$ cat config.mk
export PLATFORM = sky130hd
export DESIGN_NAME = voice_phrase_seq
export DESIGN_NICKNAME = d
export VERILOG_FILES = /design/src/rtl/voice_phrase_seq.sv
export SDC_FILE = /design/constraint.sdc
export NUM_CORES = 1
export LEC_CHECK = 0
export ABC_AREA = 1
export CAP_MARGIN = 15
export CORE_ASPECT_RATIO = 0.5
export CORE_MARGIN = 3
export CORE_UTILIZATION = 28
export CTS_CLUSTER_SIZE = 16
export DETAILED_ROUTE_END_ITERATION = 7
export PLACE_DENSITY = 0.47
export SYNTH_ARGS = -nofsm -noshare
export SYNTH_HDL_FRONTEND = slang
export SYNTH_SLANG_ARGS = --single-unit
$ cat constraint.sdc
create_clock -name clk2m5_i -period 2.67 [get_ports clk2m5_i]
set_input_delay 0.534 -clock clk2m5_i [delete_from_list [all_inputs] [get_ports clk2m5_i]]
set_output_delay 0.534 -clock clk2m5_i [all_outputs]
set_load 0.01 [all_outputs]
$ cat src/rtl/voice_phrase_seq.sv
// voice_phrase_seq: phrase sequencer for the SP0256 speech path.
//
// Queues phrase numbers in a 4-entry FIFO, walks each phrase's allophone list in an
// external synchronous ROM (one slot of 2**SLOT_BITS bytes per phrase), and hands the
// allophones to the speech core over the address / ALD / LDQ handshake, one at a time.
//
// Ports (clk2m5 domain):
//   clk2m5_i       system clock
//   reset_i        asynchronous active-high reset
//   req_valid_i    phrase request valid
//   req_phrase_i   phrase number
//   req_ready_o    FIFO not full (registered)
//   rom_addr_o     allophone ROM address
//   rom_data_i     ROM byte: [7] end-of-phrase, [5:0] allophone, 1-cycle read latency
//   voice_addr_o   allophone code to the speech core
//   voice_ald_n_o  address-load strobe, active low
//   voice_ldq_i    core ready for next allophone (asynchronous, synchronised here)
//   busy_o         sequencer active or FIFO non-empty
//   timeout_err_o  sticky: a phrase was aborted waiting for LDQ
//
// Build option: define VOICE_SEQ_PAUSE_EN to append a PA1 pause (allophone 0x00) to every
// phrase that ends normally.
module voice_phrase_seq #(
  parameter int unsigned PW        = 4,
  parameter int unsigned SLOT_BITS = 4,
  parameter int unsigned ALD_CYC   = 3,
  parameter int unsigned TIMEOUT   = 65535
) (
  input  logic                    clk2m5_i,
  input  logic                    reset_i,
  input  logic                    req_valid_i,
  input  logic [PW-1:0]           req_phrase_i,
  output logic                    req_ready_o,
  output logic [PW+SLOT_BITS-1:0] rom_addr_o,
  input  logic [7:0]              rom_data_i,
  output logic [5:0]              voice_addr_o,
  output logic                    voice_ald_n_o,
  input  logic                    voice_ldq_i,
  output logic                    busy_o,
  output logic                    timeout_err_o
);

  localparam int unsigned AW = PW + SLOT_BITS;
  localparam int unsigned TW = $clog2(TIMEOUT + 1);
  localparam int unsigned SW = (ALD_CYC > 1) ? $clog2(ALD_CYC) : 1;
  localparam logic [TW-1:0] TmoLast = TW'(TIMEOUT - 1);
  localparam logic [SW-1:0] StbInit = SW'(ALD_CYC - 1);

  typedef enum logic [2:0] {
    StIdle,
    StFetch,
    StRomWait,
    StWaitLdq,
    StStrobe,
    StNext,
    StDrain
`ifdef VOICE_SEQ_PAUSE_EN
    , StPause
`endif
  } state_e;

  // LDQ synchroniser
  logic ldq_meta_q, ldq_s_q;

  always_ff @(posedge clk2m5_i or posedge reset_i) begin
    if (reset_i) begin
      ldq_meta_q <= 1'b0;
      ldq_s_q    <= 1'b0;
    end else begin
      ldq_meta_q <= voice_ldq_i;
      ldq_s_q    <= ldq_meta_q;
    end
  end

  // Request FIFO
  logic [PW-1:0] fifo_q [4];
  logic [1:0]    wr_ptr_q, rd_ptr_q;
  logic [2:0]    count_q, count_d;
  logic          req_ready_q;
  logic          push, pop;
  logic [PW-1:0] pop_phrase;
  state_e        state_q;

  assign push       = req_valid_i && req_ready_q;
  assign pop        = (state_q == StIdle) && (count_q != 3'd0);
  assign count_d    = count_q + 3'(push) - 3'(pop);
  assign pop_phrase = fifo_q[rd_ptr_q];

  always_ff @(posedge clk2m5_i) begin
    if (push) fifo_q[wr_ptr_q] <= req_phrase_i;
  end

  always_ff @(posedge clk2m5_i or posedge reset_i) begin
    if (reset_i) begin
      wr_ptr_q    <= 2'd0;
      rd_ptr_q    <= 2'd0;
      count_q     <= 3'd0;
      req_ready_q <= 1'b1;
    end else begin
      if (push) wr_ptr_q <= wr_ptr_q + 2'd1;
      if (pop)  rd_ptr_q <= rd_ptr_q + 2'd1;
      count_q     <= count_d;
      req_ready_q <= (count_d != 3'd4);
    end
  end

  // Sequencer
  logic [AW-1:0] ptr_q, rom_addr_q;
  logic          cur_end_q;
  logic [5:0]    cur_allo_q, voice_addr_q;
  logic          ald_n_q, timeout_err_q;
  logic [SW-1:0] stb_q;
  logic [TW-1:0] tmo_q;
  logic          last_in_slot, phrase_end;
  logic          unused_rom_bit;
`ifdef VOICE_SEQ_PAUSE_EN
  logic          pause_q;
`endif

  assign last_in_slot   = &ptr_q[SLOT_BITS-1:0];
  assign phrase_end     = cur_end_q || last_in_slot;
  assign unused_rom_bit = rom_data_i[6];

  // rom_addr also follows ptr whenever ptr moves, so the ROM has already registered the
  // byte at ptr by the end of FETCH and ROMWAIT sees valid data despite the read latency.
  always_ff @(posedge clk2m5_i or posedge reset_i) begin
    if (reset_i) begin
      state_q       <= StIdle;
      ptr_q         <= '0;
      rom_addr_q    <= '0;
      cur_end_q     <= 1'b0;
      cur_allo_q    <= 6'd0;
      voice_addr_q  <= 6'd0;
      ald_n_q       <= 1'b1;
      stb_q         <= '0;
      tmo_q         <= '0;
      timeout_err_q <= 1'b0;
`ifdef VOICE_SEQ_PAUSE_EN
      pause_q       <= 1'b0;
`endif
    end else begin
      case (state_q)
        StIdle: begin
          if (pop) begin
            ptr_q      <= {pop_phrase, {SLOT_BITS{1'b0}}};
            rom_addr_q <= {pop_phrase, {SLOT_BITS{1'b0}}};
            state_q    <= StFetch;
          end
        end
        StFetch: begin
          rom_addr_q <= ptr_q;
          state_q    <= StRomWait;
        end
        StRomWait: begin
          cur_end_q  <= rom_data_i[7];
          cur_allo_q <= rom_data_i[5:0];
          tmo_q      <= '0;
          state_q    <= StWaitLdq;
        end
        StWaitLdq: begin
          if (ldq_s_q) begin
            voice_addr_q <= cur_allo_q;
            ald_n_q      <= 1'b0;
            stb_q        <= StbInit;
            state_q      <= StStrobe;
          end else if (tmo_q == TmoLast) begin
            // Abort the phrase; queued requests stay in the FIFO.
            timeout_err_q <= 1'b1;
            state_q       <= StIdle;
`ifdef VOICE_SEQ_PAUSE_EN
            pause_q       <= 1'b0;
`endif
          end else begin
            tmo_q <= tmo_q + TW'(1);
          end
        end
        StStrobe: begin
          if (stb_q == '0) begin
            ald_n_q <= 1'b1;
            state_q <= StNext;
          end else begin
            stb_q <= stb_q - SW'(1);
          end
        end
        StNext: begin
`ifdef VOICE_SEQ_PAUSE_EN
          if (pause_q) begin
            state_q <= StDrain;
          end else if (phrase_end) begin
            state_q <= StPause;
          end else begin
`else
          if (phrase_end) begin
            state_q <= StIdle;
          end else begin
`endif
            ptr_q      <= ptr_q + AW'(1);
            rom_addr_q <= ptr_q + AW'(1);
            state_q    <= StDrain;
          end
        end
        StDrain: begin
          if (!ldq_s_q) begin
`ifdef VOICE_SEQ_PAUSE_EN
            if (pause_q) begin
              pause_q <= 1'b0;
              state_q <= StIdle;
            end else begin
              state_q <= StFetch;
            end
`else
            state_q <= StFetch;
`endif
          end
        end
`ifdef VOICE_SEQ_PAUSE_EN
        StPause: begin
          // PA1 pause comes from here, not from the ROM.
          cur_end_q  <= 1'b0;
          cur_allo_q <= 6'd0;
          tmo_q      <= '0;
          pause_q    <= 1'b1;
          state_q    <= StWaitLdq;
        end
`endif
        default: state_q <= StIdle;
      endcase
    end
  end

  assign req_ready_o   = req_ready_q;
  assign rom_addr_o    = rom_addr_q;
  assign voice_addr_o  = voice_addr_q;
  assign voice_ald_n_o = ald_n_q;
  assign timeout_err_o = timeout_err_q;
  assign busy_o        = (state_q != StIdle) || (count_q != 3'd0);

endmodule

After elaboration in Yosys (flattened, before gate mapping)
Memories as Yosys holds them, arrays and structs flattened.
Index checks and enable logic that the tools add are counted.
Word-level totals
  bits in registers: 62
  RAM bits: 16
  input bits: 16
  output and inout bits: 18
  word-level logic and storage cells: 85
  memories kept: 1
Memories
  fifo_q: words 4, bits a word 4, rd ports 1, clocked after memory_dff 0, wr ports 1, RTL line 76  | logic [PW-1:0] fifo_q [4];
Operators by class
  $add $sub $neg: 7
  equality and inequality tests: 17
  multiplexer cells: 22
  bitwise operators: 1
  reduce and logical (&&, ||, !) cells: 21
Operators with widths (count)
  two-way mux 16 bit: 2
  case mux 16 bit (2 select lines): 1
  case mux 8 bit (3 select lines): 1
  case mux 3 bit (7 select lines): 1
  two-way mux 3 bit: 6
  AND reduction 3 bit: 6
  adder 16 x 1 -> 16 bit (second input constant): 1
  == test 16 bit (second input constant): 1
  two-way mux 8 bit: 2
  != test 2 bit (second input constant): 8
  case mux 8 bit (2 select lines): 1
  == test 3 bit (second input constant): 3
  nonzero test 3 bit: 3
  adder 8 x 1 -> 8 bit (second input constant): 1
  AND reduction 4 bit: 2
  == test 3 x 2 -> 1 bit (second input constant): 2
  != test 3 bit (second input constant): 2
  nonzero test 2 bit: 3
  adder 2 x 1 -> 2 bit (second input constant): 2
  two-way mux 1 bit: 4
  two-way mux 2 bit: 2
  case mux 2 bit (2 select lines): 1
  adder 3 x 1 -> 3 bit: 1
  == test 3 x 1 -> 1 bit (second input constant): 1
  9 further kinds: 11

Logic depth before layout (Yosys ltp)
Gate-level depths: netlist (run 1).
  word-level depth: 4
  mapped depth: 12
  gate-level depth less buffers: 12

Worst setup path before layout (run 1)
OpenSTA, ideal clock, no wires.
  path type: reg-to-reg
  from: reg state_q[1]
  to: reg req_ready_q, in the netlist req_ready_o
  library setup time: 0.083 ns
  arrival: 2.011 ns
  required time: 2.587 ns
  path slack: 0.577 ns
  cell stages (with the launch flop): 13
  path buffers: 1
  period minus slack after synthesis: 2.093 ns
  path through: dfrtp_1 buf_2 nor3_1 nand2_1 inv_1 ha_1 inv_1 ha_1 inv_1 fa_1 xnor2_1 xnor2_1 nand2_1
On the way
  longest elaborated chain between the ends: 4
Ends and longest elaborated chain
  from (decl): RTL line 82  | state_e state_q;
  from (signal assigned): RTL line 128  | state_q <= StIdle;
  from (signal assigned): RTL line 147  | state_q <= StFetch;
  from (signal assigned): RTL line 152  | state_q <= StRomWait;
  zero test 3 bit: RTL line 85  | assign pop = (state_q == StIdle) && (count_q != 3'd0);
  logical AND 1 bit: RTL line 85
  net pop: RTL line 80  | logic push, pop;
  subtractor 3 x 1 -> 3 bit: RTL line 86  | assign count_d = count_q + 3'(push) - 3'(pop);
  net count_d[2]: RTL line 78  | logic [2:0] count_q, count_d;
  != test 3 bit: RTL line 103  | req_ready_q <= (count_d != 3'd4);
  to (signal assigned): RTL line 103
  to (decl): RTL line 79  | logic req_ready_q;
The timed path passes the listed nets, and every way through them passes these cells.
A chain may end at the register's enable or synchronous reset.

Final worst setup path (run 1)
  from: reg count_q[1]
  to: reg req_ready_q, in the netlist req_ready_o
On the way
  longest elaborated chain between the ends: 4
  elaborated cells between the ends (all ways): 5
  those cells by class: 2 x add/sub; 1 x eq/ne; 2 x reduce/logical
Ends and longest elaborated chain
  from (decl): RTL line 78
  from (signal assigned): RTL line 102  | count_q <= count_d;
  nonzero test 3 bit: RTL line 85
  logical AND 1 bit: RTL line 85
  net pop: RTL line 80
  subtractor 3 x 1 -> 3 bit: RTL line 86
  net count_d[2]: RTL line 78
  != test 3 bit: RTL line 103
The timed path passes the listed nets, and every way through them passes these cells.

==> out/qor.yml, run 1 <==
seq_area_um2: 2034
cts_root_buf: "clkbuf_16"
ctsResizeCount: 0
muxShareOfSynthArea: 0.002826
grt_use_total: 0.1123
synth.cell_area_um2: 3985
multiInputGateArea_um2: 1649
synth_top_area_share: 0.3768
synth_warnings: 0
hpwl_um: 5989
power.leakage_nw: 2.187
powerDensity_nw_per_um2: 982.8
clkLatencyLatePin_ps: 330
io_pins: 34
max-vdd-ir-drop_mv: 0.3359
setup_viol: 0
relSlewSlack: 0.6697
clock-sinks: 78
die_w_um: 174.7
max_freq_ghz: 0.4367
drc: 0
wire_per_inst_um: 11.52
antenna_found_initial: 0
worstMarginPinSlew_ps: 494.8
arrival_ps: 2550
total_power_mw: 4.707
ys_ff_latch: 78
period_needed_ps: 2290
via_per_inst: 4.223
nNetsFinal: 549
synthAdderAreaFrac: 0.03642
grt_overflow_total: 0
htree_num_levels: 3
syn_nets: 511
numPlacedInstances: 703
vias: 3036
rsz0062_at_grt: "no"
n_fill_cell: 1463
area_growth_pct: 20.19
synth_top_family_by_area: "simple AND/OR/NAND/NOR gates"
yosys.area_share.simple: 0.2694
syn-instance-count: 484
dieArea_um2: 15790
cp_max_fo: 4
layout_common_cells: "nand2_1, dfrtp_1, nor2_1"
final_layout_size_suffix_gt1_frac: 0.07780
period_share: 0.8577
setup_ws_ps: 380.0
slew_viol_final: 0
hold_violations: 0
numCtsBuffers: 9
path_class: "register to register"
fin_hold_ws_ps: 351.5
required_ps: 2930
core_area_um2: 13740
synth_top_cell_by_area: "dfrtp_1"
synth.top_cells.by_area: "dfrtp_1, nand2_1, edfxtp_1"
fin_skew_ps: 5.200
grt_max_degree: 33
setup.worst_path.start_class: "register"
clk_pin_slew_ps: 60
avgSynthCellArea_um2: 8.234
first_global_vias: 2939
first_pass_iters: 4
final_common_cell: "nand2_1"
critPathCaptureType: "register"
rows: 30
drt_iter0_drc: 139
fin_setup_tns_ps: 0
synth_xor_area_frac: 0.02418
grt_pass1_wl_um: 14320
n_antenna_cell: 0
initial_core_util: 0.2901
pre_cts_ws_ps: 204.4
cap_viol_max_count: 0
min-delay-path-class: "register to register"
place_congestion: 0.7775
cts_tree: "yes"
synthDistinctLibCells: 36
cts_buffer_depth: 2
die_h_um: 90.36
cts_setup_buffers: 0
final_antenna_net_count: 0
io_buffers: 32
stdcell_count: 719
synth_compound_area_frac: 0.08100
yosysSeqAreaShare: 0.5105
status: "complete, no violations"
wirelength_um: 8284
hold_buffers: 0
layer usage:
layer | track usage | vias up | share of wire
met5 | 0 | - | 0
met4 | 0.03581 | 0 | 0.014
met3 | 0.03107 | 12 | 0.030
met2 | 0.1712 | 24 | 0.44
met1 | 0.1548 | 1398 | 0.52
li1 | - | 1602 | -
Yosys cell counts:
cell and n:
nand2_1 155, dfrtp_1 60, inv_1 56, nor2_1 56, o21ai_0 34, nand3_1 26
edfxtp_1 16, ha_1 10, xor2_1 9, a21oi_1 7, nand4_1 7, buf_2 5
o21ai_2 5, buf_6 3, nor2_2 3, o21ai_1 3, o21bai_1 3, a31oi_1 2
buf_4 2, dfstp_2 2, inv_2 2, nand2_2 2, nor3_1 2, xnor2_1 2
a21o_2 1, a22oi_1 1, clkinv_1 1, fa_1 1, inv_4 1, mux2_2 1
nand3_2 1, nand3_4 1, nand3b_1 1, nor2_4 1, nor2_8 1, o211ai_1 1
stage by stage:
step | util | cell area, um2
finish | 0.3486 | 4790
floorplan | - | 3985
CTS | 0.3486 | 4790
global placement | 0.3291 | 4522
detailed placement | 0.3291 | 4522
global route | 0.3486 | 4790
where the power goes:
part	total, mW	switching [mW]	internal, mW
Sequential	1.84	0.259	1.58
Clock	1.11	0.487	0.626
Combinational	1.76	1.09	0.669
Total	4.71	1.83	2.87
worst max-delay path: stages, from the launching register on:
cell and delay [ps]:
dfrtp_1 430, nor2_1 180, nand2_1 90, nand2_1 160, inv_1 80, ha_1 270, inv_1 60, ha_1 130
inv_1 50, fa_1 380, xnor2_1 170, xnor2_1 160, nand2_1 80
flip-flops by register name, indices dropped and copies added (netlist names):
name / flops
fifo_q: 16
tmo_q: 16
ptr_q: 8
rom_addr_o: 8
cur_allo_q: 6
voice_addr_o: 6
count_q: 3
state_q: 3
rd_ptr_q: 2
stb_q: 2
wr_ptr_q: 2
cur_end_q: 1
ldq_meta_q: 1
ldq_s_q: 1
req_ready_o: 1
timeout_err_o: 1
voice_ald_n_o: 1
path summary, 6_finish.rpt:
check                      startpoint          end  slack (ps)  depth (start not counted)
setup reg to reg           count_q[1]  req_ready_o         380                         12
max in group asynchronous     reset_i  req_ready_o        1510                          3
hold reg to reg            ldq_meta_q      ldq_s_q         350                          0
min in group asynchronous     reset_i    tmo_q[13]         550                          2
setup / recovery           count_q[1]  req_ready_o         380                         12
hold / removal             ldq_meta_q      ldq_s_q         350                          0
cell type report:
class,instances,share of cell area
Inverter,60,0.04754
Sequential cell,78,0.4248
Clock buffer,10,0.04781
Clock inverter,6,0.008098
Multi-Input combinational cell,336,0.3443
Tap cell,192,0.05016
Timing Repair Buffer,37,0.07732
kinds of logic (layout without fill, tap and decap cells):
family | count (synthesis) | count (layout)
AOI/OAI and AO/OA | 57 | 57
and+or+nand+nor | 256 | 256
adders and majority gates | 11 | 11
muxes | 1 | 1
xor gates and xnor gates | 11 | 11
buffers and inverters | 70 | 113
DFF | 78 | 78
No activity file was read; power rests on OpenSTA's default activity.
==> run 2, diff against run 1 <==
--- a/config.mk
+++ b/config.mk
@@ -6,12 +6,12 @@
 export NUM_CORES = 1
 export LEC_CHECK = 0
 export ABC_AREA = 1
-export CAP_MARGIN = 15
-export CORE_ASPECT_RATIO = 0.5
+export CORE_ASPECT_RATIO = 1.1
 export CORE_MARGIN = 3
 export CORE_UTILIZATION = 28
 export CTS_CLUSTER_SIZE = 16
 export DETAILED_ROUTE_END_ITERATION = 7
+export HOLD_SLACK_MARGIN = 0.06
 export PLACE_DENSITY = 0.47
 export SYNTH_ARGS = -nofsm -noshare
 export SYNTH_HDL_FRONTEND = slang
==> run 2 against run 1 <==
Effect of this change:
- clock skew is essentially flat
- fmax grew 0.82%
- combinational power up 2%
- total power grew 5.4%
- critical path type unchanged
- critical endpoint unchanged
- highest routed layer unchanged
==> out/qor.yml, run 2 (synthesis gave the netlist of run 1 again) <==
numPlacedInstances: 699  # -0.57%
cts_root_buf: "clkbuf_16"
die_h_um: 131.1  # +45%
first_global_vias: 3137  # +6.7%
hold_violations: 0  # unchanged
arrival_ps: 2530  # -20 ps
path_class: "register to register"
r2r_start: "count_q[1]"
utilization: 0.3494  # +0.0007790
worstHoldStart: "ldq_meta_q"
drt_iter0_drc: 91  # -35%
cts_setup_buffers: 0  # unchanged
cts_buffer_depth: 2  # unchanged
fin_skew_ps: 5.028  # -0.1723 ps
required_ps: 2930  # about the same
io_buffers: 32  # unchanged
core_area_um2: 13850  # +0.82%
clock-sinks: 78  # unchanged
place_congestion: 0.8262  # +6.3%
cts_tree: "yes"
htree_num_levels: 3  # unchanged
dieArea_um2: 15700  # -0.55%
dr_wl_met3_um: 231  # -6.1%
worstHoldPathCells: 0  # unchanged
final_common_cell: "nand2_1"
rows: 45  # +50%
clk_pin_slew_ps: 60  # about the same
rsz0062_at_grt: "no"
hpwl_um: 6219  # +3.8%
clkLatencyLatePin_ps: 340  # about the same
drt-met1-wl_um: 3880  # -9.1%
max-vdd-ir-drop_mv: 0.4048  # +21%
vias: 3140  # +3.4%
ctsResizeCount: 0  # unchanged
grt_overflow_total: 0  # unchanged
stdcell_count: 715  # -0.56%
worstMarginPinSlew_ps: 545.7  # +50.91 ps
critPathCaptureType: "register"
relSlewSlack: 0.6349  # -0.03481
grt_use_total: 0.1179  # +0.005571
via_per_inst: 4.392  # +4.0%
antenna_found_initial: 0  # unchanged
layout_common_cells: "nand2_1, dfrtp_1, nor2_1"
slew_viol_final: 0  # unchanged
wl_met2_um: 4276  # +17%
cap_viol_max_count: 0  # unchanged
setup.worst_path.start_class: "register"
period_share: 0.8507  # -0.006935
io_pins: 34  # unchanged
initial_core_util: 0.2877  # -0.002358
wirelength_um: 8541  # +3.1%
fin_setup_tns_ps: 0  # unchanged
nNetsFinal: 549  # unchanged
min-delay-path-class: "register to register"
status: "complete, no violations"
drc: 0  # unchanged
max_freq_ghz: 0.4402  # +0.82%
first_pass_iters: 4  # unchanged
setup_viol: 0  # unchanged
total_power_mw: 4.963  # +5.4%
numCtsBuffers: 9  # unchanged
area_growth_pct: 21.44
reg_top3: "fifo_q: 16 flops, tmo_q: 16 flops"
wire_per_inst_um: 11.95  # +3.7%
period_needed_ps: 2271  # -18.52 ps
powerDensity_nw_per_um2: 1025  # +4.3%
fin_area_um2: 4840  # +1.0%
hold_buffers: 0  # unchanged
cp_max_fo: 4  # unchanged
grt_max_degree: 43  # +30%
die_w_um: 119.7  # -31%
ff2ff_path_depth: 12  # unchanged
final_layout_size_suffix_gt1_frac: 0.07970  # +0.001898
n_antenna_cell: 0  # unchanged
final_antenna_net_count: 0  # unchanged
startpoint: "count_q[1]"
grt_pass1_wl_um: 15120  # +5.6%
power.leakage_nw: 2.211  # +1.1%
place_area_um2: 4517  # -0.11%
maxUsedRoutingLayer: "met4"
run 2: cell types whose count changed in the layout (fill, tap and decap cells not counted), sizes merged:
cell    delta
inv        +1
clkinv     -2
bufinv     +2
clkbuf     -1
run 2: through the flow:
stage | worst slack [ps] | hold WS (ps)
detailed placement | 207.8 | 338.6
global route | 161.9 | 381.0
finish | 398.5 | 349.6
CTS | 381.3 | 352.6
floorplan | 577.0 | 331.2
global placement | 222.3 | 339.7
run 2: final timing paths:
| check | slack, ps | to |
|---|---|---|
| worst min register to register | 350 | ldq_s_q |
| min in group asynchronous | 560 | rom_addr_o[0] |
| worst max-delay path | 400 | req_ready_o |
| worst max register to register | 400 | req_ready_o |
| worst min-delay path | 350 | ldq_s_q |
| max in group asynchronous | 1450 | voice_ald_n_o |
run 2: cell type report:
class / count / area, um2
Fill cell: 1507 / 9011
Sequential cell: 78 / 2034
Multi-Input combinational cell: 336 / 1649
Timing Repair Buffer: 37 / 370.4
Tap cell: 188 / 235.2
Inverter: 60 / 227.7
Clock buffer: 9 / 225.2
Clock inverter: 7 / 97.59
run 2: metal layers:
metal | up-vias | GRT usage
met1 | 1488 | 0.1473
met2 | 34 | 0.1982
met5 | - | 0
li1 | 1607 | -
met4 | 0 | 0.05283
met3 | 11 | 0.02109
run 2: worst max-delay path, stage by stage (launching register included):
cell	delay (ps)
dfrtp_1	420
nor2_1	170
nand2_1	80
nand2_1	150
inv_1	80
ha_1	270
inv_1	50
ha_1	130
inv_1	40
fa_1	370
xnor2_1	180
xnor2_1	170
nand2_1	80
run 2: report_power, final:
part | internal [mW] | switching, mW | total [mW]
registers | 1.58 | 0.258 | 1.84
logic | 0.685 | 1.11 | 1.80
clock network | 0.822 | 0.509 | 1.33
total | 3.08 | 1.88 | 4.96
==> run 3, diff against run 2 <==
--- a/config.mk
+++ b/config.mk
@@ -6,6 +6,7 @@
 export NUM_CORES = 1
 export LEC_CHECK = 0
 export ABC_AREA = 1
+export CAP_MARGIN = 10
 export CORE_ASPECT_RATIO = 1.1
 export CORE_MARGIN = 3
 export CORE_UTILIZATION = 28
==> results of run 3 <==
No change in the layout: final DEF, timing and power equal those of run 2.
